File: src/rtl/axi_burst_master_pkg.sv
// Shared definitions for the AXI line-burst master: AXI field widths,
// transaction IDs per address region, burst encodings and the FSM states.
package axi_burst_master_pkg;

  localparam int unsigned ID_BITS   = 4;
  localparam int unsigned LEN_BITS  = 8;
  localparam int unsigned SIZE_BITS = 3;

  localparam logic [ID_BITS-1:0] ID_CPU2MEM = 4'd1;
  localparam logic [ID_BITS-1:0] ID_CPU2DMA = 4'd2;
  localparam logic [ID_BITS-1:0] ID_CPU2AES = 4'd3;

  localparam logic [1:0] BURST_FIXED = 2'b00;
  localparam logic [1:0] BURST_INCR  = 2'b01;

  typedef enum logic [2:0] {
    ST_IDLE,
    ST_AW,
    ST_W,
    ST_B,
    ST_AR,
    ST_R,
    ST_RSP
  } state_e;

  // Region is addr[19:16]; unknown regions fall back to the memory ID.
  function automatic logic [ID_BITS-1:0] region_id(input logic [3:0] region);
    case (region)
      4'd1:    return ID_CPU2DMA;
      4'd2:    return ID_CPU2AES;
      default: return ID_CPU2MEM;
    endcase
  endfunction

endpackage

File: src/rtl/axi_burst_master_fifo.sv
// Request queue: first-word-fall-through FIFO, DEPTH a power of two >= 2.
// Ports: push_i/data_i write (ignored when full), pop_i read (ignored when
// empty), data_o shows the head entry, full_o/empty_o status.
module axi_burst_master_fifo #(
  parameter int unsigned DATA_W = 8,
  parameter int unsigned DEPTH  = 4
) (
  input  logic              clk_i,
  input  logic              rst_ni,
  input  logic              push_i,
  input  logic [DATA_W-1:0] data_i,
  input  logic              pop_i,
  output logic [DATA_W-1:0] data_o,
  output logic              full_o,
  output logic              empty_o
);

  localparam int unsigned PTR_W = $clog2(DEPTH);

  logic [DATA_W-1:0] mem_q [DEPTH];
  logic [PTR_W-1:0]  wr_ptr_q, wr_ptr_d;
  logic [PTR_W-1:0]  rd_ptr_q, rd_ptr_d;
  logic [PTR_W:0]    count_q, count_d;
  logic              do_push, do_pop;

  assign full_o  = (count_q == (PTR_W+1)'(DEPTH));
  assign empty_o = (count_q == '0);
  assign data_o  = mem_q[rd_ptr_q];

  always_comb begin
    do_push  = push_i && !full_o;
    do_pop   = pop_i && !empty_o;
    wr_ptr_d = wr_ptr_q;
    rd_ptr_d = rd_ptr_q;
    count_d  = count_q;
    if (do_push) wr_ptr_d = wr_ptr_q + PTR_W'(1);
    if (do_pop)  rd_ptr_d = rd_ptr_q + PTR_W'(1);
    if (do_push && !do_pop)      count_d = count_q + (PTR_W+1)'(1);
    else if (!do_push && do_pop) count_d = count_q - (PTR_W+1)'(1);
  end

  always_ff @(posedge clk_i or negedge rst_ni) begin
    if (!rst_ni) begin
      wr_ptr_q <= '0;
      rd_ptr_q <= '0;
      count_q  <= '0;
    end else begin
      wr_ptr_q <= wr_ptr_d;
      rd_ptr_q <= rd_ptr_d;
      count_q  <= count_d;
    end
  end

  always_ff @(posedge clk_i) begin
    if (do_push) mem_q[wr_ptr_q] <= data_i;
  end

endmodule

File: src/rtl/axi_burst_master.sv
// Line-granular AXI master. Requests (read or write of one LINE_W line) are
// queued in a REQ_DEPTH FIFO and executed one AXI burst at a time, strictly in
// order, each producing exactly one completion on the resp_* handshake.
// Ports: req_* request in, resp_* completion out, AW/W/B/AR/R AXI master.
module axi_burst_master
  import axi_burst_master_pkg::*;
#(
  parameter int unsigned ADDR_W    = 32,
  parameter int unsigned DATA_W    = 32,
  parameter int unsigned LINE_W    = 128,
  parameter int unsigned REQ_DEPTH = 4
) (
  input  logic                 clk_i,
  input  logic                 rst_ni,
  input  logic                 req_valid_i,
  output logic                 req_ready_o,
  input  logic                 req_we_i,
  input  logic [ADDR_W-1:0]    req_addr_i,
  input  logic [LINE_W-1:0]    req_wdata_i,
  output logic                 resp_valid_o,
  input  logic                 resp_ready_i,
  output logic                 resp_we_o,
  output logic                 resp_err_o,
  output logic [LINE_W-1:0]    resp_rdata_o,
  output logic [ID_BITS-1:0]   awid_o,
  output logic [ADDR_W-1:0]    awaddr_o,
  output logic [LEN_BITS-1:0]  awlen_o,
  output logic [SIZE_BITS-1:0] awsize_o,
  output logic [1:0]           awburst_o,
  output logic                 awvalid_o,
  input  logic                 awready_i,
  output logic [DATA_W-1:0]    wdata_o,
  output logic [DATA_W/8-1:0]  wstrb_o,
  output logic                 wlast_o,
  output logic                 wvalid_o,
  input  logic                 wready_i,
  input  logic [ID_BITS-1:0]   bid_i,
  input  logic [2:0]           bresp_i,
  input  logic                 bvalid_i,
  output logic                 bready_o,
  output logic [ID_BITS-1:0]   arid_o,
  output logic [ADDR_W-1:0]    araddr_o,
  output logic [LEN_BITS-1:0]  arlen_o,
  output logic [SIZE_BITS-1:0] arsize_o,
  output logic [1:0]           arburst_o,
  output logic                 arvalid_o,
  input  logic                 arready_i,
  input  logic [ID_BITS-1:0]   rid_i,
  input  logic [DATA_W-1:0]    rdata_i,
  input  logic [2:0]           rresp_i,
  input  logic                 rlast_i,
  input  logic                 rvalid_i,
  output logic                 rready_o
);

  localparam int unsigned BEATS = LINE_W / DATA_W;
  localparam int unsigned CNT_W = $clog2(BEATS) + 1;
  localparam int unsigned ENT_W = 1 + ADDR_W + LINE_W;

  localparam logic [CNT_W-1:0]     LAST_BEAT = CNT_W'(BEATS - 1);
  localparam logic [CNT_W-1:0]     BEATS_C   = CNT_W'(BEATS);
  localparam logic [LEN_BITS-1:0]  AXLEN     = LEN_BITS'(BEATS - 1);
  localparam logic [SIZE_BITS-1:0] AXSIZE    = SIZE_BITS'($clog2(DATA_W / 8));

  state_e              state_q, state_d;
  logic                we_q, we_d;
  logic [ADDR_W-1:0]   addr_q, addr_d;
  logic [LINE_W-1:0]   line_q, line_d;
  logic [LINE_W-1:0]   rdata_q, rdata_d;
  logic [CNT_W-1:0]    beat_q, beat_d;
  logic                err_q, err_d;
  logic [ID_BITS-1:0]  id_q, id_d;
  logic [1:0]          burst_q, burst_d;
  logic                accept_en_q, accept_en_d;

  logic                fifo_push, fifo_pop, fifo_full, fifo_empty;
  logic [ENT_W-1:0]    fifo_wdata, fifo_rdata;
  logic [3:0]          head_region;
  logic                err_acc;

  // Holding ready low until the first clock after reset keeps every ready
  // output at 0 while rst_ni is asserted.
  assign req_ready_o = accept_en_q && !fifo_full;
  assign fifo_push   = req_valid_i && req_ready_o;
  assign fifo_wdata  = {req_we_i, req_addr_i, req_wdata_i};
  assign head_region = fifo_rdata[LINE_W+16 +: 4];

  axi_burst_master_fifo #(
    .DATA_W (ENT_W),
    .DEPTH  (REQ_DEPTH)
  ) u_req_fifo (
    .clk_i   (clk_i),
    .rst_ni  (rst_ni),
    .push_i  (fifo_push),
    .data_i  (fifo_wdata),
    .pop_i   (fifo_pop),
    .data_o  (fifo_rdata),
    .full_o  (fifo_full),
    .empty_o (fifo_empty)
  );

  assign resp_we_o    = we_q;
  assign resp_err_o   = err_q;
  assign resp_rdata_o = rdata_q;

  always_comb begin
    state_d     = state_q;
    we_d        = we_q;
    addr_d      = addr_q;
    line_d      = line_q;
    rdata_d     = rdata_q;
    beat_d      = beat_q;
    err_d       = err_q;
    id_d        = id_q;
    burst_d     = burst_q;
    accept_en_d = 1'b1;
    err_acc     = err_q;
    fifo_pop    = 1'b0;

    awid_o       = '0;
    awaddr_o     = '0;
    awlen_o      = '0;
    awsize_o     = '0;
    awburst_o    = '0;
    awvalid_o    = 1'b0;
    wdata_o      = '0;
    wstrb_o      = '0;
    wlast_o      = 1'b0;
    wvalid_o     = 1'b0;
    bready_o     = 1'b0;
    arid_o       = '0;
    araddr_o     = '0;
    arlen_o      = '0;
    arsize_o     = '0;
    arburst_o    = '0;
    arvalid_o    = 1'b0;
    rready_o     = 1'b0;
    resp_valid_o = 1'b0;

    case (state_q)
      ST_IDLE: begin
        if (!fifo_empty) begin
          fifo_pop              = 1'b1;
          {we_d, addr_d, line_d} = fifo_rdata;
          id_d    = region_id(head_region);
          burst_d = (head_region == 4'd2) ? BURST_FIXED : BURST_INCR;
          beat_d  = '0;
          err_d   = 1'b0;
          rdata_d = '0;
          state_d = fifo_rdata[ENT_W-1] ? ST_AW : ST_AR;
        end
      end
      ST_AW: begin
        awvalid_o = 1'b1;
        awid_o    = id_q;
        awaddr_o  = addr_q;
        awlen_o   = AXLEN;
        awsize_o  = AXSIZE;
        awburst_o = burst_q;
        if (awready_i) state_d = ST_W;
      end
      ST_W: begin
        wvalid_o = 1'b1;
        wdata_o  = line_q[int'(beat_q)*DATA_W +: DATA_W];
        wstrb_o  = '1;
        wlast_o  = (beat_q == LAST_BEAT);
        if (wready_i) begin
          if (beat_q == LAST_BEAT) state_d = ST_B;
          else                     beat_d  = beat_q + CNT_W'(1);
        end
      end
      ST_B: begin
        bready_o = 1'b1;
        if (bvalid_i) begin
          err_d   = err_q | (bresp_i != '0) | (bid_i != id_q);
          state_d = ST_RSP;
        end
      end
      ST_AR: begin
        arvalid_o = 1'b1;
        arid_o    = id_q;
        araddr_o  = addr_q;
        arlen_o   = AXLEN;
        arsize_o  = AXSIZE;
        arburst_o = burst_q;
        if (arready_i) state_d = ST_R;
      end
      ST_R: begin
        rready_o = 1'b1;
        if (rvalid_i) begin
          err_acc = err_q | (rresp_i != '0) | (rid_i != id_q);
          if (beat_q < BEATS_C) rdata_d[int'(beat_q)*DATA_W +: DATA_W] = rdata_i;
          if (rlast_i) begin
            if (beat_q != LAST_BEAT) err_acc = 1'b1;
            state_d = ST_RSP;
          end else begin
            // Missing rlast on the final beat is an error; the counter
            // saturates so surplus beats are dropped until rlast shows up.
            if (beat_q >= LAST_BEAT) err_acc = 1'b1;
            if (beat_q < BEATS_C)    beat_d  = beat_q + CNT_W'(1);
          end
          err_d = err_acc;
        end
      end
      ST_RSP: begin
        resp_valid_o = 1'b1;
        if (resp_ready_i) state_d = ST_IDLE;
      end
      default: state_d = ST_IDLE;
    endcase
  end

  always_ff @(posedge clk_i or negedge rst_ni) begin
    if (!rst_ni) begin
      state_q     <= ST_IDLE;
      we_q        <= 1'b0;
      addr_q      <= '0;
      line_q      <= '0;
      rdata_q     <= '0;
      beat_q      <= '0;
      err_q       <= 1'b0;
      id_q        <= '0;
      burst_q     <= '0;
      accept_en_q <= 1'b0;
    end else begin
      state_q     <= state_d;
      we_q        <= we_d;
      addr_q      <= addr_d;
      line_q      <= line_d;
      rdata_q     <= rdata_d;
      beat_q      <= beat_d;
      err_q       <= err_d;
      id_q        <= id_d;
      burst_q     <= burst_d;
      accept_en_q <= accept_en_d;
    end
  end

endmodule

File: config.mk
export PLATFORM = sky130hd
export DESIGN_NAME = axi_burst_master
export DESIGN_NICKNAME = d
export VERILOG_FILES = /design/src/rtl/axi_burst_master_pkg.sv /design/src/rtl/axi_burst_master_fifo.sv /design/src/rtl/axi_burst_master.sv
export SDC_FILE = /design/constraint.sdc
export NUM_CORES = 1
export LEC_CHECK = 0
export ABC_AREA = 1
export CORE_MARGIN = 4
export CORE_UTILIZATION = 55
export DETAILED_ROUTE_END_ITERATION = 10
export MAX_ROUTING_LAYER = met4
export PLACE_DENSITY = 0.79
export SYNTH_ARGS = -nofsm -noshare
export SYNTH_HDL_FRONTEND = slang
export SYNTH_SLANG_ARGS = --single-unit
File: constraint.sdc
create_clock -name clk_i -period 15.6 [get_ports clk_i]
set_input_delay 3.12 -clock clk_i [delete_from_list [all_inputs] [get_ports clk_i]]
set_output_delay 3.12 -clock clk_i [all_outputs]
set_load 0.01 [all_outputs]
After elaboration in Yosys (flattened, before gate mapping):

Memory sizes are Yosys's and may differ from the RTL's.
Index checks and enable logic that the tools add are counted.
Widths: inputs -> output; s select.

* memories: 1
* memory bits (writable): 644
* bits in registers: 310
* output and inout bits: 272
* input port bits: 217
* memory bits (read-only): 0
* latch bits: 0
* word-level logic and storage cells: 135

* add/sub/neg operators: 6
* div/mod/pow operators: 0
* shifts and indexed selects: 3
* reductions and logical operators: 23
* equal/unequal tests: 25
* bitwise gates (word level): 5
* magnitude comparators: 2
* mux-type cells: 57
* multipliers: 0

Memories
* u_req_fifo.mem_q: depth 4, bits a word 161, read ports 1, clocked after memory_dff 0, write ports 1, RTL line axi_burst_master_fifo.sv:20 `logic [DATA_W-1:0] mem_q [DEPTH];`

Operators by type and width (number)
* $mux 128: 3
* $pmux 128 s2: 1
* $bwmux 128: 1
* $shift 32x34->128 const A: 1
* $shiftx 128x9->32: 1
* $shiftx 32x34->128: 1
* $mux 32: 3
* $mux 3: 18
* $neg 8->34: 1
* $ne 2x2->1 const B: 12
* $pmux 3 s7: 1
* $mux 1: 18
* $eq 3x3->1 const B: 4
* $mux 2: 6
* $mux 4: 3
* $reduce_bool 3->1: 4
* $eq 3x2->1 const B: 3
* $pmux 3 s3: 1
* $reduce_and 9->1: 1
* $ne 4x4->1: 2
* $reduce_and 4->1: 2
* $reduce_and 7->1: 1
* $add 3x1->3 const B: 2
* $logic_and 1x1->1: 6
* other kinds (16): 25

Depth between registers and ports, before layout:

Gate-level depths: netlist of the first run.

* word-level depth: 9
* mapped depth: 13
* gate-level depth less buffers: 10

Hierarchy:

Synthesis of the first run repeated with hierarchy kept, for this count alone.

* cells, all modules: 3714
* area total of the unflattened synthesis: 39800.7 sq um

Modules (own cells, without submodules)
* axi_burst_master_fifo: cells an instance 1939, sequential area each 19513.7 sq um, instances 1, area an instance 25774.7 sq um
* axi_burst_master: cells an instance 1775, sequential area each 7507.2 sq um, instances 1, area an instance 14026.0 sq um

Worst setup path before layout of the first run:

Ideal clock, no wire load.

* kind: input to register
* start point: in req_valid_i
* end point: mem u_req_fifo.mem_q[0][0] (netlist name), enable pin
* buffers on the path: 0
* data required time: 14.915 ns
* library setup time: 0.685 ns
* slack: 4.954 ns
* cell stages on the path: 2
* arrival: 9.962 ns
* cells stage by stage: nand2_1 -> nor2_1

* longest elaborated chain between the ends: 4

RTL lines
* from (decl): RTL line axi_burst_master.sv:15 `input logic req_valid_i,`
* $logic_and 1x1->1: RTL line axi_burst_master.sv:84 `assign fifo_push = req_valid_i && req_ready_o;`
* $logic_and 1x1->1: RTL line axi_burst_master_fifo.sv:31 `do_push = push_i && !full_o;`
* $mux 1: RTL line axi_burst_master_fifo.sv:55 `if (do_push) mem_q[wr_ptr_q] <= data_i;`
* $mux 1 (implied by the code): RTL line axi_burst_master_fifo.sv:55
* to (decl): RTL line axi_burst_master_fifo.sv:20

No other way between the ends.

Final worst setup path of the first run:

* start point: reg state_q[1]
* end point: out awaddr_o[10]

* longest elaborated chain between the ends: 2

RTL lines
* from (decl): RTL line axi_burst_master.sv:65 `state_e state_q, state_d;`
* from (signal assigned): RTL line axi_burst_master.sv:226 `state_q <= state_d;`
* $eq 3x1->1: RTL line axi_burst_master.sv:140 `case (state_q)`
* $mux 32: RTL line axi_burst_master.sv:140
* to (decl): RTL line axi_burst_master.sv:26 `output logic [ADDR_W-1:0] awaddr_o,`

No other way between the ends.

==> impl_metrics.ini, run 1 <==
[floorplan]
initial_core_util = 0.5588
die-width_um = 270.1
die_h_um = 270.1
ioPinCount = 489
rows = 95
die_area_sq_um = 72980
core_area_sq_um = 67630

[yosys]
synth_common_cells = edfxtp_1 (644), nor2_1 (624), nand2_1 (577), o21ai_0 (483), dfrtp_1 (307)
synth.distinct_cells = 32
asyncSetResetFlopFracSynth = 0.3228
post_synth.cell_area_avg_sq_um = 11.21
post_synth_instance_area_sq_um = 37800
yosysMostFrequentCell = edfxtp_1
number_of_enable_flip_flop_cells_after_synthesis = 644
synth_sequential_area_ratio = 0.7149
yosys_warnings = 0
post_synth_main_area_contributors = edfxtp_1 (51%), dfrtp_1 (20%), o21ai_0 (6.4%)
synth_top_area_frac = 0.5117
ys.flop_type = edfxtp_1
synth_cells = 3371
synth.largest_area_cell = edfxtp_1
yosys_register_bits = 951

[routing]
drt_drc_violations_left = 0
dr_iter_0_viols = 2892
drtAntennaViolNets = 0
number_of_detailed_routing_iterations_run_before_antenna_repair = 5
detail_route.wl_per_cell_um = 21.75
dr_total_vias = 26870
drt_wl_total_um = 102500
route.detailed.vias_per_inst = 5.698

[grt]
grt_antenna_before_repair = 19
largest_net_degree_at_the_start_of_global_routing = 249
grt_first_pass_wirelength_um = 154400
global_route.overflow_total = 0
gr-usage-all-layers = 0.2826
grt_pass1_vias = 25910

[pwr]
powerDensity_nw_per_um2 = 180.6
design_power_total_mw = 8.317
ir_worst_vdd_v = 0.0001628
power_leakage_nw = 17.55

[place]
globalplace.congestion = 0.8879
place.port_buffers = 466
place_hpwl_um = 62490
placement.cell_area_sq_um = 42900

[critical_path]
worst-r2r-setup-slack_ns = 11.67
worst-endpoint-required_ns = 12.48
critPathCapture = awaddr_o[10]
length_in_cells_of_the_worst_reg_to_reg_path = 7
critical_path_arrival_ns = 3.45
setup.worst_path.start = state_q[1]
setup.worst_path.class = register to output port
startpoint_kind_of_the_worst_setup_timing_path = register
r2r_start = u_req_fifo.count_q[0]
cp_max_fo = 35
worstReg2RegEnd = u_req_fifo.mem_q[1][31]
crit_path_end_kind = output port

[sta]
grt_setup_unrepaired = no
timing.clock.skew_ns = 0.03873
timing.fmax_ghz = 0.1521
drv_slew = 0
layout_worst_path_cycle_share = 0.4214
timing_hold_violations_final = 0
period_minus_slack_ns = 6.573
slew_limit_headroom = 0.2053
fin_tns_setup_ns = 0
slew_at_the_pin_with_the_worst_max_slew_slack_ns = 1.192
finalSetupViolations = 0

[cts]
cts-hold-fix-buffers = 0
cts_tree = built
htree_levels = 3
clock_path_buffers = 3
buffer_type_at_the_clock_tree_root = clkbuf_16
worstSkewPairLatency_ns = 0.66
post_cts.resized_instances = 0
cts.sink_count = 951
post_cts_buffers = 0
cts_buffers = 93
clk_pin_slew_worst_paths_ns = 0.06

[hold_path]
hold_path_class = register to register

[job]
max_cap_viol_count = 0

[layout]
final_area_sq_um = 46050
layout-drive-gt1-share = 0.05804
syn_to_final_growth_pct = 21.84
final_net_count = 3973

[outcome]
status = finished clean
==> critical path, cell delays in order, from the launching register on <==
cell and delay, ns:
dfrtp_1 0.43, inv_2 0.12, nand2_1 0.07, nor2_1 0.30
clkinv_1 0.86, nor2_1 0.42, clkdlybuf4s50_1 0.60
==> per-layer routing <==
metal  track usage  share of wire  vias up
li1              -              -    12280
met1        0.3509           0.38    13110
met2        0.4632           0.50     1273
met3       0.05659          0.087      204
met4        0.1088          0.036        0
met5             -              0        -
==> per-stage QoR <==
step / instances / utilization / hold WS, ns / setup WS (ns)
floorplan: 3392 / - / 0.4530 / 4.954
global placement: 4524 / 0.6343 / 0.4527 / 8.774
detailed placement: 4524 / 0.6343 / 0.4574 / 8.746
CTS: 4698 / 0.6802 / 0.4723 / 9.003
global route: 4715 / 0.6809 / 0.4914 / 8.727
finish: 4715 / 0.6809 / 0.4704 / 9.027
==> cell usage in the layout, fill, tap and decap left out, types with 2 or more instances in the layout <==
| cell type | netlist | routed |
|---|---|---|
| clkbuf_16 | 0 | 96 |
| o21ai_0 | 483 | 483 |
| nor2_2 | 18 | 22 |
| inv_8 | 0 | 2 |
| o22ai_1 | 92 | 92 |
| buf_12 | 0 | 4 |
| clkbuf_8 | 0 | 12 |
| diode_2 | 0 | 17 |
| ha_1 | 9 | 9 |
| dfrtp_4 | 0 | 3 |
| nor2_1 | 624 | 616 |
| nand3_1 | 51 | 51 |
| nand3_2 | 2 | 2 |
| o21a_1 | 31 | 31 |
| nor2_4 | 1 | 5 |
| xnor2_1 | 2 | 2 |
| clkbuf_1 | 139 | 27 |
| clkinv_2 | 0 | 17 |
| inv_2 | 7 | 7 |
| clkdlybuf4s50_1 | 0 | 465 |
| clkinvlp_4 | 0 | 3 |
| clkinv_1 | 3 | 5 |
| buf_4 | 34 | 26 |
| dfrtp_1 | 307 | 304 |
| o211ai_2 | 2 | 2 |
| conb_1 | 2 | 23 |
| bufinv_16 | 0 | 7 |
| xor2_1 | 3 | 3 |
| clkbuf_4 | 0 | 2 |
| a21oi_1 | 66 | 66 |
| inv_1 | 137 | 136 |
| nand2_1 | 577 | 577 |
| a31oi_1 | 65 | 65 |
| inv_6 | 0 | 4 |
| edfxtp_1 | 644 | 644 |
| o211ai_1 | 3 | 3 |
==> state kept, by name, summed over array words and instances, names as in the netlist <==
name and flops:
resp_err_o 1, beat_q 3, u_req_fifo.count_q 3, line_q 128, burst_q 1, id_q 2
addr_q 32, resp_we_o 1, u_req_fifo.wr_ptr_q 2, u_req_fifo.rd_ptr_q 2, state_q 3, u_req_fifo.mem_q 644
resp_rdata_o 128, accept_en_q 1
==> cell type report <==
cell class	count	area, sq um
multi-input combinational	2057	9256
tap	873	1092
clock buffer	137	2684
inverter	147	571.8
fill	4746	21580
clock inverter	37	425.4
timing repair buffer	496	4945
sequential	951	27030
antenna	17	42.54
==> power breakdown <==
| part | total (mW) | internal [mW] | switching (mW) |
|---|---|---|---|
| Clock | 2.26 | 1.32 | 0.942 |
| Sequential | 3.34 | 3.14 | 0.190 |
| Combinational | 2.72 | 0.821 | 1.90 |
==> logic make-up (layout without fill, tap and decap cells) <==
kind of cell             count (synthesis)  count (layout)  share of synthesized area
AO/OA/AOI/OAI                          743             743                     0.1063
XOR/XNOR                                 5               5                   0.001159
adder cells (fa/ha/maj)                 10              10                   0.003509
buffers and inverters                  384             817                    0.04347
flip-flops                             951             951                     0.7149
other                                    2              40                  0.0001987
AND/OR/NAND/NOR                       1276            1276                     0.1304
==> how the worst min path moves through the flow <==
stage | startpoint | cells past startpoint | slack, ns | endpoint
after global routing | resp_rdata_o[39] | 2 | 0.49 | resp_rdata_o[39]
after CTS | resp_rdata_o[40] | 2 | 0.47 | resp_rdata_o[40]
final | resp_rdata_o[127] | 2 | 0.47 | resp_rdata_o[127]
after detailed placement | resp_rdata_o[1] | 2 | 0.46 | resp_rdata_o[1]
after floorplan | addr_q[16] | 2 | 0.45 | addr_q[16]
after global placement | resp_rdata_o[1] | 2 | 0.45 | resp_rdata_o[1]
(Power assumes the default switching activity.)
==> run 2: changes to the inputs <==
clock period = 6.9 ns   (was 15.6 ns; I/O delays follow)
==> impl_metrics.ini, run 2 (synthesis results as in run 1) <==
[routing]
route.detailed.vias_per_inst = 5.718
drtAntennaViolNets = 0
drt_drc_violations_left = 0
dr_total_vias = 27020
drt_wl_total_um = 103300
detail_route.wl_per_cell_um = 21.86
dr_iter_0_viols = 2987
number_of_detailed_routing_iterations_run_before_antenna_repair = 6

[cts]
post_cts.resized_instances = 0
cts-hold-fix-buffers = 0
cts.sink_count = 951
cts_buffers = 94
clk_pin_slew_worst_paths_ns = 0.06
cts_tree = built
htree_levels = 3
post_cts_buffers = 0
clock_path_buffers = 3
worstSkewPairLatency_ns = 0.65
buffer_type_at_the_clock_tree_root = clkbuf_16

[grt]
grt_first_pass_wirelength_um = 155100
global_route.overflow_total = 0
largest_net_degree_at_the_start_of_global_routing = 241
grt_antenna_before_repair = 25
gr-usage-all-layers = 0.2841
grt_pass1_vias = 25740

[pwr]
sw_frac_of_total = 0.3648
powerDensity_nw_per_um2 = 409.5
power_leakage_nw = 17.61
power.clock.fraction = 0.275
ir_worst_vdd_v = 0.0004226
combinationalPowerShare = 0.327
total_switching_power_mw = 6.904
p_int_mw = 12.02
flop_pwr_share = 0.399

[place]
dpl_worst_slack_ns = 2.789
place_hpwl_um = 64220
globalplace.congestion = 0.9160
placement.cell_area_sq_um = 42950
place.port_buffers = 466

[layout]
final_area_sq_um = 46210
largest_register_ff_count = 644
filler_cell_count = 4761
layout_commonest_cell = edfxtp_1
largest_register = u_req_fifo.mem_q
finish.utilization = 0.6832
syn_to_final_growth_pct = 22.26
most-common-layout-cells = edfxtp_1 (644), nor2_1 (616), nand2_1 (577)
final_net_count = 3976
layout-drive-gt1-share = 0.06033

[sta]
finalSetupViolations = 0
timing_hold_violations_final = 0
timing.fmax_ghz = 0.2079
setup_slack_ns = 2.091
slew_at_the_pin_with_the_worst_max_slew_slack_ns = 1.211
drv_slew = 0
layout_worst_path_cycle_share = 0.6970
grt_setup_unrepaired = no
slew_limit_headroom = 0.1926
timing.clock.skew_ns = 0.04721
fin_tns_setup_ns = 0
period_minus_slack_ns = 4.809

[floorplan]
die_h_um = 270.1
die-width_um = 270.1
core_area_sq_um = 67630
ioPinCount = 489
initial_core_util = 0.5588
rows = 95
die_area_sq_um = 72980

[critical_path]
startpoint_kind_of_the_worst_setup_timing_path = register
worst-r2r-setup-slack_ns = 3.49
cp_max_fo = 35
worst-endpoint-required_ns = 5.52
setup.worst_path.class = register to output port
crit_path_end_kind = output port
critical_path_arrival_ns = 3.43

[job]
max_cap_viol_count = 0

[outcome]
status = finished clean

[hold_path]
hold_path_class = register to register
run 2: power groups by stage:
stage	Sequential, mW	Combinational, mW	Clock [mW]
CTS	7.54	6.15	5.25
global placement	7.62	5.92	0
finish	7.55	6.18	5.20
detailed placement	7.64	6.10	0
global route	7.61	6.80	5.52
floorplan	7.54	4.04	0
run 2: path summary, 6_finish.rpt:
check | start | to | depth (start not counted)
max | state_q[1] | awaddr_o[31] | 6
min | resp_rdata_o[4] | resp_rdata_o[4] | 2
max reg2reg | state_q[1] | line_q[95] | 8
min reg2reg | resp_rdata_o[4] | resp_rdata_o[4] | 2
max in group asynchronous | rst_ni | line_q[115] | 2
min in group asynchronous | rst_ni | addr_q[6] | 1
run 2: metal layers:
layer	wire length, um	track usage
met1	38820	0.3606
met2	51190	0.4642
met3	9444	0.05454
met4	3883	0.09888
met5	0	-
run 2: worst max-delay path: stages (launching register included):
cell	delay [ns]
dfrtp_1	0.43
inv_2	0.13
nand2_1	0.07
nor2_1	0.29
clkinv_1	0.87
nor2_1	0.41
clkdlybuf4s50_1	0.60
run 2: cell type report:
cell class	count	area (sq um)	area share
Sequential cell	951	27030	0.5850
Multi-Input combinational cell	2057	9256	0.2003
Timing Repair Buffer	498	4997	0.1081
Clock buffer	119	2587	0.05599
Tap cell	873	1092	0.02364
Clock inverter	57	611.8	0.01324
Inverter	147	571.8	0.01237
Antenna cell	24	60.06	0.001300
run 2: stage by stage:
stage	hold WS (ns)	std cells	total power, mW
6_report	0.4681	4726	18.92
5_1_grt	0.4851	4721	19.93
4_1_cts	0.4721	4702	18.94
3_5_place_dp	0.4570	4526	13.74
3_3_place_gp	0.4527	4526	13.54
2_1_floorplan	0.4530	3392	11.58
